<file path="src/rtl/fetch_ctrl.sv">
// Purpose : fetch-stage sequencer; owns the PC, issues one instruction read at a time, holds the returned word for decode.
// Latency : read strobe in FETCH, data captured on the mem_done edge, instr_valid the cycle after; at least 3 cycles per instruction.
// Backpressure: instr_valid stays high and outputs stay frozen while instr_ready=0; no new read is issued until the word is taken.
//
// Ports:
//   clk, rst                   clock and synchronous active-high reset
//   redirect, redirect_pc      one-cycle PC redirect request and target (must be even)
//   halt                       decode saw HALT; stop fetching until reset
//   instr_ready                decode takes the buffered instruction
//   mem_done, mem_err, mem_data  completion, fault and data for the outstanding read
//   mem_rd, mem_addr           read strobe and address (address is the PC register)
//   instr, instr_valid, instr_pc, pc_plus2  buffered instruction toward decode
//   halted, err                sticky stop / fault flags
module fetch_ctrl #(
  parameter logic [15:0] RESET_PC  = 16'h0000,
  parameter logic [15:0] NOP_INSTR = 16'h0800
) (
  input  logic        clk,
  input  logic        rst,
  input  logic        redirect,
  input  logic [15:0] redirect_pc,
  input  logic        halt,
  input  logic        instr_ready,
  input  logic        mem_done,
  input  logic        mem_err,
  input  logic [15:0] mem_data,
  output logic        mem_rd,
  output logic [15:0] mem_addr,
  output logic [15:0] instr,
  output logic        instr_valid,
  output logic [15:0] instr_pc,
  output logic [15:0] pc_plus2,
  output logic        halted,
  output logic        err
);

  typedef enum logic [1:0] {
    S_FETCH  = 2'd0,
    S_WAIT   = 2'd1,
    S_HOLD   = 2'd2,
    S_HALTED = 2'd3
  } state_t;

  state_t      state_q, state_d;
  logic [15:0] pc_q, pc_d;
  logic [15:0] instr_q, instr_d;
  logic [15:0] instr_pc_q, instr_pc_d;
  logic [15:0] pc_plus2_q, pc_plus2_d;
  logic        squash_q, squash_d;
  logic        halted_q, halted_d;
  logic        err_q, err_d;

  // A redirect with an odd target is a fault, not a jump.
  logic        bad_redirect;
  assign bad_redirect = redirect & redirect_pc[0];

  always_ff @(posedge clk) begin
    if (rst) begin
      state_q    <= S_FETCH;
      pc_q       <= RESET_PC;
      instr_q    <= NOP_INSTR;
      instr_pc_q <= 16'h0000;
      pc_plus2_q <= 16'h0002;
      squash_q   <= 1'b0;
      halted_q   <= 1'b0;
      err_q      <= 1'b0;
    end else begin
      state_q    <= state_d;
      pc_q       <= pc_d;
      instr_q    <= instr_d;
      instr_pc_q <= instr_pc_d;
      pc_plus2_q <= pc_plus2_d;
      squash_q   <= squash_d;
      halted_q   <= halted_d;
      err_q      <= err_d;
    end
  end

  always_comb begin
    state_d    = state_q;
    pc_d       = pc_q;
    instr_d    = instr_q;
    instr_pc_d = instr_pc_q;
    pc_plus2_d = pc_plus2_q;
    squash_d   = squash_q;
    halted_d   = halted_q;
    err_d      = err_q;

    if (state_q != S_HALTED) begin
      if (halt) begin
        // Any outstanding read is simply abandoned; HALTED ignores mem_done.
        state_d  = S_HALTED;
        halted_d = 1'b1;
      end else if (bad_redirect) begin
        state_d  = S_HALTED;
        halted_d = 1'b1;
        err_d    = 1'b1;
      end else begin
        unique case (state_q)
          S_FETCH: begin
            if (redirect) begin
              pc_d = redirect_pc;
            end else begin
              state_d = S_WAIT;
            end
          end
          S_WAIT: begin
            if (redirect) begin
              pc_d = redirect_pc;
              if (mem_done) begin
                // Read completed in the redirect cycle: drop it and refetch.
                squash_d = 1'b0;
                state_d  = S_FETCH;
              end else begin
                // Read still in flight for the old PC: its data must be dropped.
                squash_d = 1'b1;
              end
            end else if (mem_done) begin
              if (squash_q) begin
                squash_d = 1'b0;
                state_d  = S_FETCH;
              end else if (mem_err) begin
                state_d  = S_HALTED;
                halted_d = 1'b1;
                err_d    = 1'b1;
              end else begin
                instr_d    = mem_data;
                instr_pc_d = pc_q;
                pc_plus2_d = pc_q + 16'd2;
                pc_d       = pc_q + 16'd2;
                state_d    = S_HOLD;
              end
            end
          end
          S_HOLD: begin
            if (redirect) begin
              pc_d    = redirect_pc;
              state_d = S_FETCH;
            end else if (instr_ready) begin
              state_d = S_FETCH;
            end
          end
          default: begin
            state_d = state_q;
          end
        endcase
      end
    end
  end

  // The buffer is full exactly while in HOLD; outside it decode sees a NOP.
  assign instr_valid = (state_q == S_HOLD);
  assign instr       = instr_valid ? instr_q : NOP_INSTR;
  assign instr_pc    = instr_pc_q;
  assign pc_plus2    = pc_plus2_q;
  assign mem_rd      = (state_q == S_FETCH) & ~halt & ~redirect;
  assign mem_addr    = pc_q;
  assign halted      = halted_q;
  assign err         = err_q;

endmodule
</file>
<file path="config.mk">
export PLATFORM = sky130hd
export DESIGN_NAME = fetch_ctrl
export DESIGN_NICKNAME = d
export VERILOG_FILES = /design/src/rtl/fetch_ctrl.sv
export SDC_FILE = /design/constraint.sdc
export NUM_CORES = 1
export LEC_CHECK = 0
export CAP_MARGIN = 40
export CORE_MARGIN = 5
export CORE_UTILIZATION = 50
export DETAILED_ROUTE_END_ITERATION = 7
export GPL_TIMING_DRIVEN = 0
export PLACE_DENSITY = 0.95
export SETUP_SLACK_MARGIN = 0.15
export SYNTH_ARGS = -nofsm -noshare
export SYNTH_HDL_FRONTEND = slang
export SYNTH_SLANG_ARGS = --single-unit
</file>
<file path="constraint.sdc">
create_clock -name clk -period 4.2 [get_ports clk]
set_clock_uncertainty 0.15 [all_clocks]
set_input_delay 0.42 -clock clk [delete_from_list [all_inputs] [get_ports clk]]
set_output_delay 0.42 -clock clk [all_outputs]
set_load 0.05 [all_outputs]
</file>
-- Yosys cells after proc, flatten, opt, wreduce, memory -nomap -nowiden
Cells that the tools add are included.
- multiplexer cells: 28
- bitwise logic cells: 8
- $add $sub $neg: 1
- equality and inequality tests: 14
- reduce and logical (&&, ||, !) cells: 17
- operators with widths (kind ; number):
    16-bit two-way mux ; 6
    16-bit one-hot mux with 2 select lines ; 1
    2-bit two-way mux ; 9
    16-bit by 2-bit adder with 16-bit output (second input constant) ; 1
    8-bit AND reduction ; 2
    1-bit two-way mux ; 11
    5-bit AND reduction ; 2
    2-bit nonzero test ; 5
    3-bit != test (second input constant) ; 3
    3-bit nonzero test ; 3
    4-bit != test (second input constant) ; 2
    7-bit AND reduction ; 1
    2-bit by 1-bit != test with 1-bit output (second input constant) ; 3
    2-bit one-hot mux with 3 select lines ; 1
    6-bit AND reduction ; 1
    5-bit by 4-bit != test with 1-bit output (second input constant) ; 1
    1-bit inverter ; 5
    5-bit nonzero test ; 1
    1-bit bitwise AND ; 3
    3-bit by 1-bit != test with 1-bit output (second input constant) ; 1
    3-bit by 2-bit != test with 1-bit output (second input constant) ; 1
    2-bit by 1-bit equality test with 1-bit output (second input constant) ; 1
    2-bit equality test (second input constant) ; 1
    2-bit logical NOT ; 1
    2 further kinds ; 2
- register bits: 69
- logic and storage cells: 76
- bits of input ports: 39

-- Longest topological paths before layout
Gate-level depths: netlist of the first run.
- word-level depth: 7
- mapped depth: 9
- gate-level depth less buffers: 6

-- Least setup slack after synthesis of the first run
Ideal clock, no wire load.
- path kind: input to output
- start point: input redirect
- end point: output mem_rd
- arrival: 1.885 ns
- cell stages on the path: 3
- slack: 1.745 ns
- path through: buf_6 clkbuf_1 nor3b_1
- word-level cells in the longest chain between the ends: 2
- RTL lines (element ; line ; RTL):
    from (decl) ; 20 ; input logic redirect,
    1-bit inverter (no source line) ; - ;
    1-bit bitwise AND ; 156 ; assign mem_rd = (state_q == S_FETCH) & ~halt & ~redirect;
    to (decl) ; 27 ; output logic mem_rd,
Every way passes these cells.

-- Final worst setup path of the first run
- start point: register state_q[0]
- end point: output instr[13]
- word-level cells in the longest chain between the ends: 2
- RTL lines (element ; line ; RTL):
    from (decl) ; 44 ; state_t state_q, state_d;
    from (signal assigned) ; 68 ; state_q <= state_d;
    2-bit equality test ; 152 ; assign instr_valid = (state_q == S_HOLD);
    16-bit two-way mux ; 153 ; assign instr = instr_valid ? instr_q : NOP_INSTR;
    to (decl) ; 29 ; output logic [15:0] instr,
Every way passes these cells.

==> results of run 1 <==
==> report_power, final <==
group / leakage, nW / internal (mW) / total [mW] / switching (mW)
combinational: 0.984 / 0.156 / 0.415 / 0.259
sequential: 0.550 / 0.668 / 0.701 / 0.0321
clock: 0.116 / 0.350 / 0.610 / 0.259
total: 1.65 / 1.17 / 1.73 / 0.550
==> cells in the final DEF (no fill, tap or decap), drive strengths merged, types with 3 or more instances in the layout <==
master	Yosys	final
o221ai	3	3
a211o	3	3
a22o	3	3
nand4	3	3
nor4	5	5
o31ai	7	7
a32o	3	3
xnor2	10	10
dfxtp	68	68
o41ai	3	3
and2	18	18
and3	4	4
buf	16	17
nand3	15	15
o21ai	5	5
or3	3	3
nand2	87	87
a31oi	3	3
a211oi	15	15
clkdlybuf4s50	0	104
nor3	9	9
clkbuf	20	30
o211ai	6	6
ha	8	8
nor2	26	26
nor3b	3	3
a21oi	45	45
nor2b	3	3
clkinv	0	4
inv	9	9
==> routing by layer <==
metal / up-vias / part of all wire / track usage
li1: 1729 / - / -
met1: 1700 / 0.41 / 0.2978
met2: 147 / 0.51 / 0.4611
met3: 22 / 0.063 / 0.06727
met4: 0 / 0.021 / 0.09035
met5: - / 0 / 0
==> per-stage QoR <==
step / util / instance area [um2] / std cells / total power [mW] / setup slack, ps
floorplan: - / 3382 / 425 / 0.9752 / 1745
global placement: 0.6770 / 4523 / 609 / 1.117 / 1178
detailed placement: 0.6777 / 4528 / 610 / 1.122 / 1146
CTS: 0.7114 / 4753 / 626 / 1.724 / 758.3
global route: 0.7114 / 4753 / 626 / 1.800 / 597.2
finish: 0.7114 / 4753 / 626 / 1.725 / 770.0
==> cells in the mapped netlist (all sizes together) (3+ instances only) <==
cell     n
nand2   87
dfxtp   68
a21oi   45
nor2    26
clkbuf  20
and2    18
buf     16
a211oi  15
nand3   15
xnor2   10
inv      9
nor3     9
ha       8
o31ai    7
o211ai   6
nor4     5
o21ai    5
and3     4
a211o    3
a22o     3
a31oi    3
a32o     3
nand4    3
nor2b    3
nor3b    3
o221ai   3
o41ai    3
or3      3
==> sequential cells by signal (all words and copies together), names as in the netlist <==
| signal | flops |
|---|---|
| mem_addr | 16 |
| squash_q | 1 |
| instr_pc | 16 |
| state_q | 2 |
| err | 1 |
| halted | 1 |
| pc_plus2 | 15 |
| instr_q | 16 |
==> worst max path at each step <==
stage | from | endpoint | slack, ps | cells past startpoint
3_3_place_gp | state_q[0] | instr[10] | 1180 | 6
5_1_grt | state_q[0] | instr[13] | 600 | 6
2_1_floorplan | redirect | mem_rd | 1750 | 3
6_report | state_q[0] | instr[13] | 770 | 6
4_1_cts | state_q[0] | instr[13] | 760 | 6
3_5_place_dp | state_q[0] | instr[7] | 1150 | 6
==> worst max-delay path: cells and delay by family, from the launching register on <==
| kind | cells | cell delay (ps) |
|---|---|---|
| buffers and inverters | 4 | 1710 |
| flip-flops | 1 | 400 |
| adder cells (fa/ha/maj) | 1 | 220 |
| AND/OR/NAND/NOR | 1 | 180 |
==> final cells by class <==
type | count | area, um2 | area share
Inverter | 9 | 33.78 | 0.007107
Tap cell | 80 | 100.1 | 0.02106
Timing Repair Buffer | 105 | 1046 | 0.2201
Buffer | 36 | 171.4 | 0.03606
Clock buffer | 10 | 137.6 | 0.02895
Sequential cell | 68 | 1361 | 0.2864
Clock inverter | 6 | 87.58 | 0.01843
Multi-Input combinational cell | 312 | 1815 | 0.3819
==> cell families (layout without fill, tap and decap cells) <==
family / count (synthesis) / count (layout)
buffers and inverters: 45 / 166
AND/OR/NAND/NOR: 183 / 183
AO/OA/AOI/OAI: 109 / 109
adder cells (fa/ha/maj): 8 / 8
flip-flops: 68 / 68
XOR/XNOR: 12 / 12
==> results.yml, run 1 <==
clock_network:
  clock_sink_count: 68
  ctsResizeCount: 0
  hold_buffers: 0
  cts_max_level: 3
  numCtsBuffers: 9
  cts-root-buf: "clkbuf_8"
  post_cts_buffers: 0
  clock_latency_ps: 350
  cts_tree: "done"
  clk_pin_slew_worst_paths_ps: 80
  cts_buffer_depth: 2
critical_path:
  r2r_start: "state_q[1]"
  cp.arrival_ps: 2860
  r2r_end: "pc_plus2[14]"
  startpoint_type: "register"
  crit_slowest_cell: "clkdlybuf4s50_1"
  path_cells: "inv_1 -> ha_1 -> clkbuf_1 -> clkbuf_1 -> and2_1 -> clkdlybuf4s50_1"
  slowest_delay_ps: 800
  worst_setup_path_end_kind: "output port"
  ff2ff_path_depth: 8
  cp_common_cell: "clkbuf_1"
  crit_path_max_fanout: 10
  crit_type: "reg2out"
  crit_required_ps: 3630
  r2r_slack_ps: 1690
yosys:
  yosys.area_share.simple: 0.2590
  ys.flop_type: "dfxtp_1"
  async_flop_share: 0
  syn_area_per_cell_um2: 7.958
  synth_compound_area_frac: 0.2172
  syn_inst: 425
  synth_edf_count: 0
  synth_area_um2: 3382
  synth_top_family_by_area: "simple AND/OR/NAND/NOR gates"
  synth_xor_area_frac: 0.03108
  synth_nets: 472
  synth_cell_types: 49
  synthMuxAreaShare: 0
  ys_seq_elements: 68
  synth_warnings: 0
  synth_fa_ha_area_frac: 0.02960
  synth_top_area_share: 0.4025
  yosysTopAreaCell: "dfxtp_1"
  synthTopCellsByArea: "dfxtp_1 40%, nand2_1 9.7%, a21oi_1 6.7%, and2_1 3.3%, a211oi_1 3.1%"
  ys_seq_area_frac: 0.4025
floorplan:
  ios: 107
  dieArea_um2: 8509
  start_util: 0.5062
  dieWidth_um: 92.25
  fp.coreArea_um2: 6681
  fp.dieH_um: 92.25
  num_rows: 30
min_path:
  hold_end: "instr_q[6]"
  holdCritPathClass: "reg2reg"
  hp-start: "instr_q[6]"
  hold_path_depth: 2
routing:
  vias: 3598
  wl_per_cell_um: 17.46
  first_pass_iters: 5
  wirelength_mm: 10.93
  viasPerCell: 5.748
  drt_iter0_drc: 203
  drc: 0
  ant_nets: 0
placed_design:
  dpl.hpwl_mm: 8.257
  gp_congestion: 0.9319
  portBuffers: 104
sta:
  rsz0062_at_grt: "no"
  worst_slew_pin_slew_ps: 803.7
  fin_crit_sh: 0.8167
  hold_slack_ps: 304.3
  setup_viol: 0
  final_max_slew_viol_count: 0
  fin_crit_ps: 3430
  max_slew_margin: 0.4619
  fin_setup_tns_ps: 0
  fmax_mhz: 291.5
  hold_viol_final: 0
layout:
  diodes: 0
  areaGrowthSynthToFinish_pct: 40.55
  fill_cells: 531
  layout-drive-gt1-share: 0.07326
  final_nets: 588
grt:
  grt_overflow: 0
  grt_pass1_vias: 3496
  grt_max_degree: 13
  antenna_found_initial: 0
  global_route.usage.total: 0.2587
  grt_pass1_wl_mm: 17.39
pwr:
  power_density_nw_per_um2: 362.9
  peakVddDrop_mv: 0.2268
  p_leak_nw: 1.651
flow_run:
  drv_cap: 0
outcome:
  status: "complete, no violations"
Note: power is estimated with default switching activity, not from simulation.
==> run 2, diff against run 1 <==
--- a/config.mk
+++ b/config.mk
@@ -7,10 +7,10 @@
 export LEC_CHECK = 0
 export CAP_MARGIN = 40
 export CORE_MARGIN = 5
-export CORE_UTILIZATION = 50
+export CORE_UTILIZATION = 47
 export DETAILED_ROUTE_END_ITERATION = 7
 export GPL_TIMING_DRIVEN = 0
-export PLACE_DENSITY = 0.95
+export PLACE_DENSITY = 0.93
 export SETUP_SLACK_MARGIN = 0.15
 export SYNTH_ARGS = -nofsm -noshare
 export SYNTH_HDL_FRONTEND = slang
==> constraint.sdc (replaced) <==
create_clock -name clk -period 3.17 [get_ports clk]
set_clock_uncertainty 0.15 [all_clocks]
set_input_delay 0.317 -clock clk [delete_from_list [all_inputs] [get_ports clk]]
set_output_delay 0.317 -clock clk [all_outputs]
set_load 0.05 [all_outputs]
==> results.yml, run 2 (synthesis gave the netlist of run 1 again) <==
sta:
  max_slew_margin: 0.4286
  hold_slack_ps: 254.1
  fin_crit_sh: 0.9201
  rsz0062_at_grt: "no"
  final_max_slew_viol_count: 0
  setup_viol: 0
  worst_slew_pin_slew_ps: 853.4
  setup_ws_ps: 253.2
  fin_setup_tns_ps: 0
  hold_viol_final: 0
  fin_crit_ps: 2917
  fmax_mhz: 342.8
critical_path:
  crit_type: "reg2out"
  crit_path_max_fanout: 10
  worst_setup_path_end_kind: "output port"
  startpoint_type: "register"
  crit_required_ps: 2700
  cp.arrival_ps: 2450
clock_network:
  cts_max_level: 3
  clk_pin_slew_worst_paths_ps: 80
  clock_sink_count: 68
  clock_latency_ps: 350
  hold_buffers: 0
  cts_buffer_depth: 2
  numCtsBuffers: 9
  cts_tree: "done"
  cts-root-buf: "clkbuf_8"
layout:
  final_nets: 588
  final_common_cell: "clkdlybuf4s50_1"
  final_cells: 645
  final_cell_mix: "93 x clkdlybuf4s50_1, 87 x nand2_1, 68 x dfxtp_1"
  layout-drive-gt1-share: 0.09158
  finish.instance_area_um2: 4697
  areaGrowthSynthToFinish_pct: 38.88
  post-route-util: 0.6581
  fill_cells: 630
  diodes: 0
placed_design:
  portBuffers: 104
  dpl.hpwl_mm: 8.201
  pre_cts_ws_ps: 149.0
  dp.cells: 629
  dpl_cell_area_um2: 4552
  gp_congestion: 0.9103
floorplan:
  fp.dieH_um: 94.83
  dieArea_um2: 8992
  dieWidth_um: 94.83
  ios: 107
  start_util: 0.4739
  num_rows: 31
  fp.coreArea_um2: 7137
grt:
  antenna_found_initial: 0
  grt_overflow: 0
  grt_pass1_vias: 3582
  global_route.usage.total: 0.2474
  grt_max_degree: 13
  grt_pass1_wl_mm: 17.30
routing:
  viasPerCell: 5.581
  wirelength_mm: 10.80
  ant_nets: 0
  vias: 3600
  wl_per_cell_um: 16.74
  first_pass_iters: 5
  drc: 0
  drt_iter0_drc: 224
min_path:
  holdCritPathClass: "in2reg"
pwr:
  power_density_nw_per_um2: 466.4
  p_leak_nw: 1.643
  peakVddDrop_mv: 0.2680
  total_power_mw: 2.191
flow_run:
  drv_cap: 0
outcome:
  status: "complete, no violations"
-- run 2: changes by cell type in the layout (fill, tap and decap cells not counted), moves of 2 or more --
cell	delta
clkbuf_2	+11
clkdlybuf4s50_1	-11
clkinv_4	-2
clkinvlp_4	+2
-- run 2: routing by layer --
layer	vias up	part of all wire	track usage
li1	1723	-	-
met1	1706	0.40	0.2945
met2	155	0.49	0.4204
met3	16	0.092	0.06135
met4	0	0.016	0.1082
met5	-	0	0
-- run 2: area by class of cell --
type	count	area (um2)	area share
clock buffer	10	127.6	0.02717
timing repair buffer	105	998.5	0.2126
multi-input combinational	312	1815	0.3865
clock inverter	6	63.81	0.01359
tap	99	123.9	0.02637
sequential	68	1361	0.2898
inverter	9	33.78	0.007192
buffer	36	172.7	0.03676
-- run 2: final timing paths --
check | from | end | slack [ps] | cells after the start
setup reg to reg | state_q[0] | mem_addr[12] | 600 | 5
hold / removal | redirect | mem_addr[0] | 250 | 3
hold reg to reg | instr_q[13] | instr_q[13] | 300 | 2
setup / recovery | state_q[0] | instr[15] | 250 | 5
-- run 2: worst max-delay path: stages, from the launching register on --
cell,delay [ps]
dfxtp_1,400
inv_1,160
ha_1,240
clkbuf_2,290
and2_1,190
clkdlybuf4s50_1,810
-- run 2: where the power goes --
| part | switching [mW] | internal, mW |
|---|---|---|
| clock network | 0.344 | 0.363 |
| logic | 0.349 | 0.207 |
| registers | 0.0408 | 0.886 |
-- run 2: timing repair --
| action | 4_1_cts | 5_1_grt |
|---|---|---|
| setup endpoints to repair | 15 | 11 |
| endpoints found under the hold margin | 0 | 0 |
| setup buffers | 0 | 0 |
| gates resized for setup | 11 | 21 |
